<file path="config.mk">
export PLATFORM = sky130hd
export DESIGN_NAME = fir_coeff_loader
export DESIGN_NICKNAME = d
export VERILOG_FILES = /design/src/rtl/fir_pkg.sv /design/src/rtl/fir_coeff_loader.sv
export SDC_FILE = /design/constraint.sdc
export NUM_CORES = 1
export LEC_CHECK = 0
export CORE_MARGIN = 5
export CORE_UTILIZATION = 50
export CTS_BUF_LIST = sky130_fd_sc_hd__clkbuf_4
export CTS_CLUSTER_SIZE = 25
export DETAILED_ROUTE_END_ITERATION = 8
export GPL_TIMING_DRIVEN = 0
export PLACE_DENSITY = 0.8
export SETUP_SLACK_MARGIN = 0.15
export SYNTH_ARGS = -nofsm -noshare
export SYNTH_HDL_FRONTEND = slang
export SYNTH_SLANG_ARGS = --single-unit
</file>
<file path="constraint.sdc">
create_clock -name clk -period 1.9 [get_ports clk]
set_input_delay 0.38 -clock clk [delete_from_list [all_inputs] [get_ports clk]]
set_output_delay 0.38 -clock clk [all_outputs]
set_load 0.1 [all_outputs]
</file>
<file path="src/rtl/fir_pkg.sv">
// Shared definitions for the FIR filter and its coefficient loader.
package fir_pkg;

    // Default sizes shared with the FIR datapath.
    localparam int FIR_FILTER_LENGTH     = 8;
    localparam int FIR_COEFFICIENT_WIDTH = 16;

    // Coefficient loader states: assembling a frame, discarding an
    // over-long frame, and holding a complete frame awaiting commit.
    typedef enum logic [1:0] {
        LOAD  = 2'd0,
        DRAIN = 2'd1,
        FULL  = 2'd2
    } coef_ld_state_t;

    // Width of a tap index; never less than one bit so a single-tap
    // filter still has a legal counter.
    function automatic int idx_width(input int n);
        return (n > 1) ? $clog2(n) : 1;
    endfunction

endpackage

</file>
<file path="src/rtl/fir_coeff_loader.sv">
// Serial coefficient loader: collects one tap set from a valid/ready
// stream into a shadow bank, checks the frame length, and swaps the
// shadow bank into the active bank atomically on a commit pulse so the
// filter never sees a half-written tap set.
module fir_coeff_loader
    import fir_pkg::*;
#(
    parameter int FILTER_LENGTH     = FIR_FILTER_LENGTH,
    parameter int COEFFICIENT_WIDTH = FIR_COEFFICIENT_WIDTH
) (
    input  logic                                clk,
    input  logic                                rst,
    input  logic                                s_valid,
    output logic                                s_ready,
    input  logic signed [COEFFICIENT_WIDTH-1:0] s_coef,
    input  logic                                s_last,
    input  logic                                commit,
    output logic signed [COEFFICIENT_WIDTH-1:0] coefficients [FILTER_LENGTH],
    output logic                                loaded,
    output logic                                frame_err
);

    localparam int IDX_W = idx_width(FILTER_LENGTH);
    localparam logic [IDX_W-1:0] IDX_LAST = IDX_W'(FILTER_LENGTH - 1);

    coef_ld_state_t state;
    logic [IDX_W-1:0] idx;
    logic signed [COEFFICIENT_WIDTH-1:0] shadow [FILTER_LENGTH];

    logic beatInLoad;
    logic atLastTap;

    assign s_ready    = (state != FULL);
    assign loaded     = (state == FULL);
    assign beatInLoad = (state == LOAD) && s_valid;
    assign atLastTap  = (idx == IDX_LAST);

    // Frame sequencing: advance the tap index per beat and decide where a
    // frame ends up (complete, short, or long) when it finishes.
    always_ff @(posedge clk or negedge rst) begin
        if (!rst) begin
            state <= LOAD;
            idx   <= '0;
        end else begin
            case (state)
                LOAD: begin
                    if (s_valid) begin
                        if (s_last || atLastTap) begin
                            idx <= '0;
                        end else begin
                            idx <= idx + IDX_W'(1);
                        end
                        if (atLastTap) begin
                            state <= s_last ? FULL : DRAIN;
                        end
                    end
                end
                DRAIN: begin
                    if (s_valid && s_last) begin
                        state <= LOAD;
                    end
                end
                FULL: begin
                    if (commit) begin
                        state <= LOAD;
                    end
                end
                default: state <= LOAD;
            endcase
        end
    end

    // A frame is malformed exactly when s_last disagrees with being on the
    // final tap: early s_last is a short frame, missing s_last a long one.
    always_ff @(posedge clk or negedge rst) begin
        if (!rst) begin
            frame_err <= 1'b0;
        end else begin
            frame_err <= beatInLoad && (atLastTap != s_last);
        end
    end

    // Shadow bank: each accepted beat lands at its tap position.
    always_ff @(posedge clk or negedge rst) begin
        if (!rst) begin
            for (int i = 0; i < FILTER_LENGTH; i++) begin
                shadow[i] <= '0;
            end
        end else if (beatInLoad) begin
            shadow[idx] <= s_coef;
        end
    end

    // Active bank: replaced as a whole only by a commit while a complete
    // frame is waiting.
    always_ff @(posedge clk or negedge rst) begin
        if (!rst) begin
            for (int i = 0; i < FILTER_LENGTH; i++) begin
                coefficients[i] <= '0;
            end
        end else if ((state == FULL) && commit) begin
            for (int i = 0; i < FILTER_LENGTH; i++) begin
                coefficients[i] <= shadow[i];
            end
        end
    end

endmodule

</file>
==> results by group <==
Placed design
  • Last weighted congestion value of the routability-driven placer: ~0.81
  • HPWL after DPL: 15.30 mm
  • Number of port buffers: around 150
  • Placed cell areas: around 0.012 mm^2
  • Worst slack after detailed placement: -453.1 ps

Drt
  • WL per Instance: approximately 24 um
  • Final wirelength: 28.94 mm
  • DRC: 0
  • Iteration count of the initial detailed-routing pass: 4
  • Drt first-iter violations: between 300 and 400
  • Average vias per placed instance: approximately 5.3
  • Final ANT Viol Nets: 0
  • Detailed-route via count: between 6,000 and 7,000

Logic synthesis
  • Net count of the mapped netlist: between 600 and 700
  • Syn Area/Cell: 17.18 um^2
  • Number of warnings issued by yosys: 0
  • Main combinational cell family by area after synthesis: multiplexers
  • Simple-gate share of the synthesized area: between 1.5 and 2%
  • Primary FF master, synth: dfrtp_1
  • Compound-gate portion of the synthesized area: less than 1%
  • Sequential-to-total area share from yosys stat: about two thirds
  • Multiplexer fraction of the synthesized cell area: 29.91%
  • Number of flops mapped to enable cells by yosys: 0
  • Share of async-settable or async-resettable flops after synthesis: between 90% and 100%
  • Post-synthesis share of cell area spent on xor and xnor gates: 0%
  • Synth Area in Adders: less than 1%
  • Combined area of all synthesized cells: around 0.010 mm^2
  • Unique masters post-synth: 25
  • Post-synthesis register bit count: about 260
  • Number of instances in the synthesized netlist: slightly below 600

Layout
  • Layout cell share with drive strength beyond 1: 66.45%
  • Number of fillers in the final layout: about 1,100
  • Most frequent cells in the layout: 260 x dfrtp_1, 248 x mux2_4, 118 x buf_6
  • Final Net Count: ~900
  • Ant diodes: 0
  • Cell area after layout: roughly 0.015 mm^2
  • Area occupied by multi-input gates: 0.004124 mm^2
  • Growth of design area from synthesis to finish: 51.72%
  • Most common cell after layout, fill and taps aside: dfrtp_1
  • Total area of sequential cells: roughly 0.0066 mm^2

Floorplan
  • Area of the core: 0.01965 mm^2
  • Initial core utilization: roughly half
  • Vert. Die Dim: ~150 um
  • Top Ports: ~150
  • Die Span X: roughly 150 um
  • Die Footprint: 0.02304 mm^2
  • Count of standard-cell rows: 51

Clock tree
  • Clock transition at path regs: about 60 ps
  • Skew-Pair Late Insertion Delay: 690 ps
  • Number of buffers on the longest clock path: 3
  • CTS root buf: clkbuf_4
  • Num CTS Buffers: around 70
  • Number of levels in the clock H-tree: 3
  • Clock tree from TritonCTS: done
  • CTS sink count: 262

Status
  • Violated checks: negative setup slack
  • Outcome: finished with violations

Critical path
  • Endpoint of the most critical register-to-register path: shadow[25]$_DFFE_PN0P_
  • Critical path startpoint: state[1]$_DFFE_PN0P_
  • Required time at the worst-slack endpoint: ~2400 ps
  • Max Fanout on Critical Path: 5
  • Launch instance of the worst register-to-register path: state[1]$_DFFE_PN0P_
  • CP arrival: approximately 2500 ps
  • FF-to-FF setup slack: -100 ps
  • Critical Path Sink Type: flip-flop
  • R2r worst-path depth: 8
  • Worst Setup Start Kind: flip-flop
  • Critical Setup Path Class: flip-flop to flip-flop

Timing
  • Final count of hold timing violations: 0
  • Period minus WS final: ~2000 ps
  • Setup repair after global routing missed its margin: true
  • Max-Slew Margin vs Limit: approximately 58%
  • Number of endpoints failing setup at the final stage: between 60 and 70
  • Tcrit/Tclk final: 105.5%
  • Fmax achieved: 0.4988 GHz
  • Count of pins over their slew limit: 0
  • Clock skew after layout: approximately 42 ps
  • Tightest Pin Transition: about 630 ps
  • Worst-case setup margin in the final layout: -104.8 ps

Hold path
  • Worst hold path class: primary input to asynchronous set/reset pin

Flow run
  • Number of maximum-capacitance violations: 0

Global routing
  • Largest net degree at the start of global routing: 120
  • Number of antenna violations at the first check in global routing: 0
  • Global Route Usage Sum: 22.77%
  • Overflow left after global routing: 0
  • Via count of the first global-routing pass: about 6,900
  • First-pass GRT wire length: about 39 mm

Power
  • Leakage: approximately 8.0 nW
  • Worst vdd ir: about 0.53 mV
  • Areal power density over the cells: about 1000 mW/mm^2
[registers in the layout, summed over array words and instances (netlist names)]
register / cells
shadow: 128
frame_err: 1
state: 2
coefficients: 128
idx: 3
[Yosys cell counts, types with 4 or more instances]
cell | n | area, um^2
buf_2 | 13 | 65.06
nand2_1 | 7 | 26.28
buf_4 | 4 | 30.03
buf_6 | 5 | 56.30
mux2_2 | 227 | 2556
mux2_4 | 30 | 450.4
inv_1 | 4 | 15.01
dfrtp_1 | 262 | 6556
nor2_4 | 4 | 45.04
[routing by layer]
metal	vias to the layer above	track usage, %	wire length (um)	part of all wire [%]
met2	222	38.53	15030	52
met5	-	0	0	0
met4	0	7.367	761	2.6
met1	3297	28.17	11380	39
li1	2698	-	-	-
met3	59	6.841	1768	6.1
[how the worst max path moves through the flow]
| stage | to | slack (ps) | cells after the start |
|---|---|---|---|
| 2_1_floorplan | coefficients[0]$_DFFE_PN0P_ | -440 | 6 |
| 3_3_place_gp | coefficients[32]$_DFFE_PN0P_ | -9580 | 1 |
| 3_5_place_dp | shadow[69]$_DFFE_PN0P_ | -450 | 5 |
| 4_1_cts | loaded | -80 | 3 |
| 5_1_grt | loaded | -150 | 3 |
| 6_report | shadow[25]$_DFFE_PN0P_ | -100 | 8 |
[what timing repair did]
action,in CTS,in global routing
resized for setup,972,228
pin swaps,7,2
buffers inserted,32,12
setup endpoints to repair,284,456
hold endpoints to repair,64,0
hold buffers,1,0
gates cloned,15,7
[power by group]
part           total (W)  switching [W]  internal [W]  leakage (nW)
registers        0.00727       0.000696       0.00658          3.50
clock network    0.00507        0.00232       0.00274         0.538
logic            0.00285        0.00119       0.00166          3.98
total             0.0152        0.00421        0.0110          8.02
[final cells by class]
class	instances	share of cell area, %
plain buffers	28	3.191
repair buffers	220	18.66
flip-flops and latches	262	43.01
multi-input cells	291	27.04
clock buffers	110	5.415
well taps	265	2.174
clock inverters	9	0.3938
inverters	4	0.1231
[stage by stage]
stage / utilization, % / setup TNS (ps) / hold WS, ps / cells / total power (W)
global route: 77.60 / -7527 / 266.7 / 1189 / 0.01582
global placement: 61.54 / -2533140 / 483.5 / 1001 / 0.009307
detailed placement: 61.84 / -38150 / 346.0 / 1003 / 0.009498
finish: 77.60 / -1785 / 223.2 / 1189 / 0.01518
floorplan: - / -53750 / 84.41 / 585 / 0.008762
CTS: 71.72 / -1852 / 245.2 / 1170 / 0.01489
[cell families after synthesis]
family,count (synthesis)
adders and majority gates,3
AOI/OAI and AO/OA,5
and+or+nand+nor,26
DFF,262
muxes,257
buffers and inverters,32
[worst max-delay path, cell delays in order, from the launching register on]
cell,delay (ps)
dfrtp_1,390
buf_6,130
or3b_4,390
buf_6,140
buf_6,110
nor2_4,140
buf_12,150
buf_8,130
mux2_4,300
(Power assumes the default switching activity.)
